## src/rtl/spi_slave_pkg.sv

```systemverilog
// Shared types and default sizing for the SPI slave core and its synchronizers.
package spi_slave_pkg;

  typedef enum logic [1:0] {
    ST_IDLE       = 2'd0,
    ST_SHIFT      = 2'd1,
    ST_WAIT_DESEL = 2'd2
  } spi_state_e;

  localparam int DEF_FRAME_BITS  = 32;
  localparam int DEF_SYNC_STAGES = 2;

endpackage

```

## src/rtl/spi_sync.sv

```systemverilog
// Single-bit multi-flop synchronizer with a configurable idle (reset) level.
module spi_sync #(
  parameter int   STAGES  = 2,
  parameter logic RST_VAL = 1'b0
) (
  input  logic clk,
  input  logic reset,
  input  logic d,
  output logic q
);

  logic [STAGES-1:0] sync_p;

  always_ff @(posedge clk or posedge reset) begin
    if (reset) sync_p <= {STAGES{RST_VAL}};
    else       sync_p <= {sync_p[STAGES-2:0], d};
  end

  assign q = sync_p[STAGES-1];

endmodule

```

## src/rtl/spi_slave_core.sv

```systemverilog
// SPI mode-0 slave, MSB first, oversampled by clk. Define SPI_SLAVE_MISO_OE_EN
// to expose miso_oe for an external tristate buffer.
module spi_slave_core
  import spi_slave_pkg::*;
#(
  parameter int FRAME_BITS  = DEF_FRAME_BITS,
  parameter int SYNC_STAGES = DEF_SYNC_STAGES
) (
  input  logic                  clk,
  input  logic                  reset,
  input  logic                  sclk,
  input  logic                  ss_n,
  input  logic                  mosi,
`ifdef SPI_SLAVE_MISO_OE_EN
  output logic                  miso_oe,
`endif
  output logic                  miso,
  input  logic [FRAME_BITS-1:0] tx_data,
  input  logic                  tx_valid,
  output logic                  tx_ready,
  output logic [FRAME_BITS-1:0] rx_data,
  output logic                  rx_valid,
  output logic                  frame_active,
  output logic                  tx_underrun,
  output logic                  frame_abort
);

  localparam int              CNT_W    = $clog2(FRAME_BITS + 1);
  localparam logic [CNT_W-1:0] CNT_FULL = CNT_W'(FRAME_BITS);

  logic sclk_p0, ss_n_p0, mosi_p0;
  logic sclk_p1, ss_n_p1;
  logic sclk_rise, sclk_fall, ss_fall, ss_rise;

  spi_sync #(.STAGES(SYNC_STAGES), .RST_VAL(1'b0)) u_sync_sclk (
    .clk(clk), .reset(reset), .d(sclk), .q(sclk_p0));
  spi_sync #(.STAGES(SYNC_STAGES), .RST_VAL(1'b1)) u_sync_ss_n (
    .clk(clk), .reset(reset), .d(ss_n), .q(ss_n_p0));
  spi_sync #(.STAGES(SYNC_STAGES), .RST_VAL(1'b0)) u_sync_mosi (
    .clk(clk), .reset(reset), .d(mosi), .q(mosi_p0));

  // Stage p1: one-cycle-delayed copies for edge detection
  always_ff @(posedge clk or posedge reset) begin
    if (reset) begin
      sclk_p1 <= 1'b0;
      ss_n_p1 <= 1'b1;
    end else begin
      sclk_p1 <= sclk_p0;
      ss_n_p1 <= ss_n_p0;
    end
  end

  assign sclk_rise = sclk_p0 & ~sclk_p1;
  assign sclk_fall = ~sclk_p0 & sclk_p1;
  assign ss_fall   = ~ss_n_p0 & ss_n_p1;
  assign ss_rise   = ss_n_p0 & ~ss_n_p1;

  spi_state_e             state, state_nxt;
  logic [CNT_W-1:0]       bit_cnt;
  logic [FRAME_BITS-1:0]  tx_sh, rx_sh, hold_q;
  logic                   hold_full;
  logic                   frame_start, frame_done, frame_quit, tx_load;

  assign frame_start = (state == ST_IDLE) && ss_fall;
  assign frame_done  = (state == ST_SHIFT) && (bit_cnt == CNT_FULL);
  assign frame_quit  = (state == ST_SHIFT) && (bit_cnt != CNT_FULL) && ss_rise;
  assign tx_load     = tx_valid && !hold_full;
  assign tx_ready    = ~hold_full;

  always_ff @(posedge clk or posedge reset) begin
    if (reset) state <= ST_IDLE;
    else       state <= state_nxt;
  end

  always_comb begin
    state_nxt = state;
    case (state)
      ST_IDLE:       if (ss_fall) state_nxt = ST_SHIFT;
      ST_SHIFT: begin
        // A completed frame wins over a simultaneous deselect
        if (bit_cnt == CNT_FULL) state_nxt = ST_WAIT_DESEL;
        else if (ss_rise)        state_nxt = ST_IDLE;
      end
      ST_WAIT_DESEL: if (ss_rise) state_nxt = ST_IDLE;
      default:       state_nxt = ST_IDLE;
    endcase
  end

  always_comb begin
    frame_active = (state == ST_SHIFT) || (state == ST_WAIT_DESEL);
    miso         = (state == ST_SHIFT) ? tx_sh[FRAME_BITS-1] : 1'b0;
`ifdef SPI_SLAVE_MISO_OE_EN
    miso_oe      = (state == ST_SHIFT);
`endif
  end

  always_ff @(posedge clk or posedge reset) begin
    if (reset) begin
      tx_sh       <= '0;
      rx_sh       <= '0;
      hold_q      <= '0;
      hold_full   <= 1'b0;
      bit_cnt     <= '0;
      rx_data     <= '0;
      rx_valid    <= 1'b0;
      tx_underrun <= 1'b0;
      frame_abort <= 1'b0;
    end else begin
      tx_underrun <= frame_start && !hold_full;
      frame_abort <= frame_quit;
      rx_valid    <= frame_done;
      if (frame_start) begin
        tx_sh     <= hold_full ? hold_q : '0;
        hold_full <= 1'b0;
        bit_cnt   <= '0;
      end else if (state == ST_SHIFT) begin
        if (sclk_rise && (bit_cnt != CNT_FULL)) begin
          rx_sh   <= {rx_sh[FRAME_BITS-2:0], mosi_p0};
          bit_cnt <= bit_cnt + CNT_W'(1);
        end
        if (sclk_fall) tx_sh <= {tx_sh[FRAME_BITS-2:0], 1'b0};
      end
      if (frame_done) rx_data <= rx_sh;
      // A load in the frame-start cycle lands after the consume above
      if (tx_load) begin
        hold_q    <= tx_data;
        hold_full <= 1'b1;
      end
    end
  end

endmodule

```

## config.mk

```make
export PLATFORM = sky130hd
export DESIGN_NAME = spi_slave_core
export DESIGN_NICKNAME = d
export VERILOG_FILES = /design/src/rtl/spi_slave_pkg.sv /design/src/rtl/spi_sync.sv /design/src/rtl/spi_slave_core.sv
export SDC_FILE = /design/constraint.sdc
export NUM_CORES = 1
export LEC_CHECK = 0
export CORE_UTILIZATION = 40
export CTS_BUF_LIST = sky130_fd_sc_hd__clkbuf_8
export CTS_CLUSTER_DIAMETER = 30
export DETAILED_ROUTE_END_ITERATION = 8
export PLACE_DENSITY_LB_ADDON = 0.3
export SLEW_MARGIN = 20
export SYNTH_ARGS = -nofsm -noshare
export SYNTH_HDL_FRONTEND = slang
export SYNTH_SLANG_ARGS = --single-unit
```

## constraint.sdc

```tcl
create_clock -name clk -period 8.2 [get_ports clk]
set_input_delay 1.64 -clock clk [delete_from_list [all_inputs] [get_ports clk]]
set_output_delay 1.64 -clock clk [all_outputs]
set_load 0.01 [all_outputs]
```

* Word level (Yosys, flattened, before mapping)
Cells that the tools add are included.
** Word-level totals
- Bits in registers :: 148
- ROM bits :: 0
- Memory bits (writable) :: 0
- Memories :: 0
- Word-level logic and storage cells :: 62
- Bits in latches :: 0
** Cells by class
- Shifts and indexed selects :: 0
- Multiplexer cells :: 14
- Bitwise logic cells :: 10
- Multiply operators :: 0
- Reductions and logical operators :: 17
- Equality and inequality tests :: 5
- Divide/modulo/power cells :: 0
- Magnitude comparators :: 0
- Add/subtract/negate cells :: 1
** Operators with widths (number)
- 32-bit two-way mux :: 4
- 6-bit two-way mux :: 3
- 2-bit nonzero test :: 4
- 1-bit logical AND :: 7
- 6-bit by 1-bit adder with 6-bit output, second input constant :: 1
- 6-bit == test, second input constant :: 1
- 2-bit two-way mux :: 3
- 6-bit != test, second input constant :: 1
- 1-bit NOT :: 6
- 2-bit case mux with 3 select lines :: 1
- 1-bit bitwise AND :: 4
- 2-bit AND reduction :: 2
- 1-bit two-way mux :: 3
- 3-bit AND reduction :: 1
- 2-bit by 1-bit == test with 1-bit output, second input constant :: 1
- 2-bit == test, second input constant :: 1
- 2-bit zero test :: 1
- 2-bit != test, second input constant :: 1
- 1-bit zero test :: 1
- 1-bit logical OR :: 1

* Longest topological paths before layout
- Depth after elaboration :: 6
- Depth in mapped cells :: 7

* By module
A second synthesis with hierarchy kept.
** Unflattened totals
- Cell total of the unflattened synthesis :: 465
- Area total of the unflattened synthesis :: 6133.4 um^2
** By module, submodules not included
- spi_slave_core :: area an instance 5969.5 um^2, seq. area each 3554.7 um^2, cells an instance 456, instances 1
- spi_sync (u_sync_mosi ...) :: area an instance 53.8 um^2, seq. area each 50.0 um^2, cells an instance 3, instances 2
- spi_sync (u_sync_ss_n) :: area an instance 56.3 um^2, seq. area each 52.6 um^2, cells an instance 3, instances 1

* Worst setup path after synthesis
No wires, ideal clock.
- Path kind :: input -> register
- Start point :: input port tx_valid
- End point :: register hold_q[0]
- Arrival time :: 2.662 ns
- Cell stages on the path :: 4
- Setup slack :: 5.413 ns
- Buffers on the path :: 2
- Setup time :: 0.125 ns
- Cells stage by stage :: nor2b_1 > clkbuf_1 > clkbuf_1 > mux2_2
** On the way
- Longest elaborated chain between the ends :: 1
** RTL lines
- from (decl) :: RTL line spi_slave_core.sv:19 : input logic tx_valid,
- 1-bit logical AND :: RTL line spi_slave_core.sv:67 : assign tx_load = tx_valid && !hold_full;
- to (signal assigned) :: RTL line spi_slave_core.sv:126 : hold_q <= tx_data;
- to (decl) :: RTL line spi_slave_core.sv:60 : logic [FRAME_BITS-1:0] tx_sh, rx_sh, hold_q;
No other way between the ends.
A chain may end at the register's enable or synchronous reset.

* Worst setup path in the final report
- Start point :: register state[1]
- End point :: output port miso
** On the way
- Longest elaborated chain between the ends :: 2
** RTL lines
- from (decl) :: RTL line spi_slave_core.sv:58 : spi_state_e state, state_nxt;
- from (signal assigned) :: RTL line spi_slave_core.sv:72 : else state <= state_nxt;
- 2-bit by 1-bit == test with 1-bit output :: RTL line spi_slave_core.sv:91 : miso = (state == ST_SHIFT) ? tx_sh[FRAME_BITS-1] : 1'b0;
- 1-bit two-way mux :: RTL line spi_slave_core.sv:91
- to (decl) :: RTL line spi_slave_core.sv:17 : output logic miso,
No other way between the ends.

==> metrics <==
hold depth 0; Num Clock Sinks approximately 150; Cells after Synth 399; Post-Syn Area 6000 um^2; CTS Hold Bufs 0; global-route wire length before repair about 18 mm; Post-CTS Setup Inserts 0; setup TNS 0 ns; total of max-cap violations 0; Final Hold Viols 0; area grow syn2layout 22.0%; crit share post-route 44.4%; DRC 0; most frequent cells in the layout dfrtp_1 (145), clkdlybuf4s50_1 (75), mux2_2 (67); Worst slew margin 27.9%; #FFs+latches synth approximately 150; Seq/Total Area, Yosys 61.8%; Ant. Diodes 0; CTS tree done; final count of pins violating max slew 0; Routed Antenna Nets 0; Initial Utilization 41.1%; clock buffer depth 2; hpwl dp 6.48 mm; clock latency on the worst-skew pair ~0.44 ns; largest net degree at the start of global routing 82; Worst Path Required 6.56 ns; Max stage delay on crit path 0.54 ns; Hold/Removal Path Class flop to flop; CTS resizes 0; f_max 275 MHz; reg2reg end tx_sh[3]$_DFFE_PP0P_; total congestion overflow 0; number of CTS-inserted buffers 17; r2r setup slk 5.63 ns; WHS Endpoint u_sync_mosi.sync_p[1]$_DFF_PP0_; startpoint types flop; Peak VDD IR 0.153 mV; TritonRoute pass-1 iters 4; Total Wirelength 10.4 mm; per-cell routed wire length approximately 15 um; Port Buffers 75; filler instances 1207; clk_skew 0.0114 ns; CTS Root Cell clkbuf_8; Max stage delay cell, worst path clkdlybuf4s50_1; post-synth cell types 38; Final setup violation count 0; RSZ-0062 raised after global routing false; YS warnings 0; die area 15500 um^2; Leakage ~0.0035 uW; chip height approximately 120 um; nets 520; layout cells sized above 1 29.5%; CP max FO 7; routability cong. approximately 0.71; H-tree Lvls 4; status finished, final reports clean; Arrival @ worst endpoint ~2.0 ns; commonest non-fill, non-tap cell in the layout dfrtp_1; HP Start u_sync_mosi.sync_p[0]$_DFF_PP0_; DRT iter0 DRCs 209; Core Region ~15000 um^2; io pins 76; area occupied by multi-input gates 2150 um^2; Mean Syn Cell Area 15.0 um^2; via count approximately 3500; initial antenna violation count 0; final setup margin 4.56 ns; Crit Path Category flop to output pin; vias per cell between 5 and 6; clock-pin slew on the worst setup and hold paths 0.07 ns; vias in the first global route 3643; die width between 100 and 150 um; sequential cell area roughly 3700 um^2; worst r2r src state[1]$_DFFE_PP0P_; pre-CTS setup slack about 4.6 ns; pwr/cell area approximately 270 nW/um^2; measured slew at the worst slew-check pin 1.08 ns; crit-path cells inv_1 > ha_1 > and2_1 > clkdlybuf4s50_1; Total GRT Usage 14.3%; Tmin final 3.64 ns; Reg2Reg Depth 6; row count 44; Synth Net Count 444; CP endpoint kind output pin
## cell type report
| type | count | share of cell area, % |
|---|---|---|
| Sequential cell | 148 | 50.7 |
| Timing Repair Buffer | 81 | 10.9 |
| Tap cell | 184 | 3.15 |
| Inverter | 9 | 0.530 |
| Clock inverter | 14 | 1.88 |
| Multi-Input combinational cell | 218 | 29.4 |
| Clock buffer | 18 | 3.39 |
## sequential cells by signal, indices dropped and copies added (netlist names), 6 cells and up
name,cells
tx_sh,32
bit_cnt,6
hold_q,32
rx_sh,32
rx_data,32
## per-layer routing
| layer | GRT usage [%] | part of all wire [%] |
|---|---|---|
| met1 | 18.9 | 47 |
| met2 | 22.5 | 48 |
| met3 | 3.82 | 4.2 |
| met4 | 5.10 | 1.1 |
| met5 | 0 | 0 |
## cell families (layout without fill, tap and decap cells)
kind of cell / count (synthesis) / after routing / synth area share [%]
compound gates: 49 / 49 / 7.22
simple gates: 64 / 64 / 6.78
fa+ha+maj: 7 / 7 / 1.46
buf+inv: 33 / 122 / 2.52
flops: 148 / 148 / 61.8
mux: 98 / 98 / 20.2
## power by group
part	switching, uW	leakage (uW)	total, uW	internal [uW]
Combinational	173	0.00137	414	241
Clock	267	0.000202	544	276
Sequential	103	0.00193	1000	902
Total	543	0.00350	1960	1420
## through the flow
stage	hold slack (ns)	utilization, %	cells	total power, uW	area (um^2)
after CTS	0.354	50.1	672	1990	7310
final	0.356	50.1	672	1960	7310
after detailed placement	0.341	47.5	640	1440	6920
after floorplan	0.331	-	399	1310	6000
after global placement	0.339	47.5	640	1410	6920
after global routing	0.359	50.1	672	2080	7310
## Yosys cell counts
library cell | n | area share, %
nand2_1 | 8 | 0.50
buf_6 | 3 | 0.56
o2111ai_1 | 1 | 0.15
a221o_1 | 31 | 5.2
nand2b_1 | 1 | 0.10
and3_1 | 33 | 3.4
o31ai_1 | 1 | 0.13
nand3_1 | 2 | 0.17
a211o_1 | 2 | 0.29
mux2_2 | 67 | 13
clkbuf_1 | 17 | 1.1
a32o_1 | 1 | 0.17
inv_1 | 9 | 0.56
a21oi_1 | 7 | 0.58
or3b_2 | 1 | 0.15
nor4b_4 | 1 | 0.40
buf_2 | 4 | 0.33
or3_1 | 2 | 0.21
nand3_2 | 1 | 0.17
nor2b_1 | 1 | 0.10
dfrtp_1 | 145 | 61
ha_1 | 7 | 1.5
a21oi_2 | 1 | 0.15
nand4b_1 | 1 | 0.15
or4_1 | 1 | 0.13
mux2_4 | 29 | 7.3
o32a_1 | 1 | 0.17
nand3b_1 | 4 | 0.50
or2_2 | 1 | 0.10
dfstp_2 | 3 | 1.3
mux2i_1 | 2 | 0.33
nor2_1 | 3 | 0.19
o21ai_0 | 2 | 0.17
and2_1 | 1 | 0.10
a21o_1 | 1 | 0.13
and3b_1 | 2 | 0.29
nor3_1 | 1 | 0.083
o211ai_1 | 1 | 0.13
## worst max-delay path: cells and delay by family, from the launching register on
| kind | cells | cell delay [ns] |
|---|---|---|
| buf+inv | 2 | 0.66 |
| flops | 1 | 0.42 |
| fa+ha+maj | 1 | 0.30 |
| simple gates | 1 | 0.19 |
## how the worst max path moves through the flow
stage	end	cells after the start	slack, ns	from
5_1_grt	miso	4	4.41	state[1]$_DFFE_PP0P_
6_report	miso	4	4.56	state[1]$_DFFE_PP0P_
3_5_place_dp	hold_q[13]$_DFFE_PP0P_	3	4.55	reset
4_1_cts	miso	4	4.50	state[1]$_DFFE_PP0P_
2_1_floorplan	bit_cnt[0]$_DFFE_PP0P_	1	2.59	reset
3_3_place_gp	hold_q[12]$_DFFE_PP0P_	3	4.60	reset
Note: power is estimated with default switching activity, not from simulation.
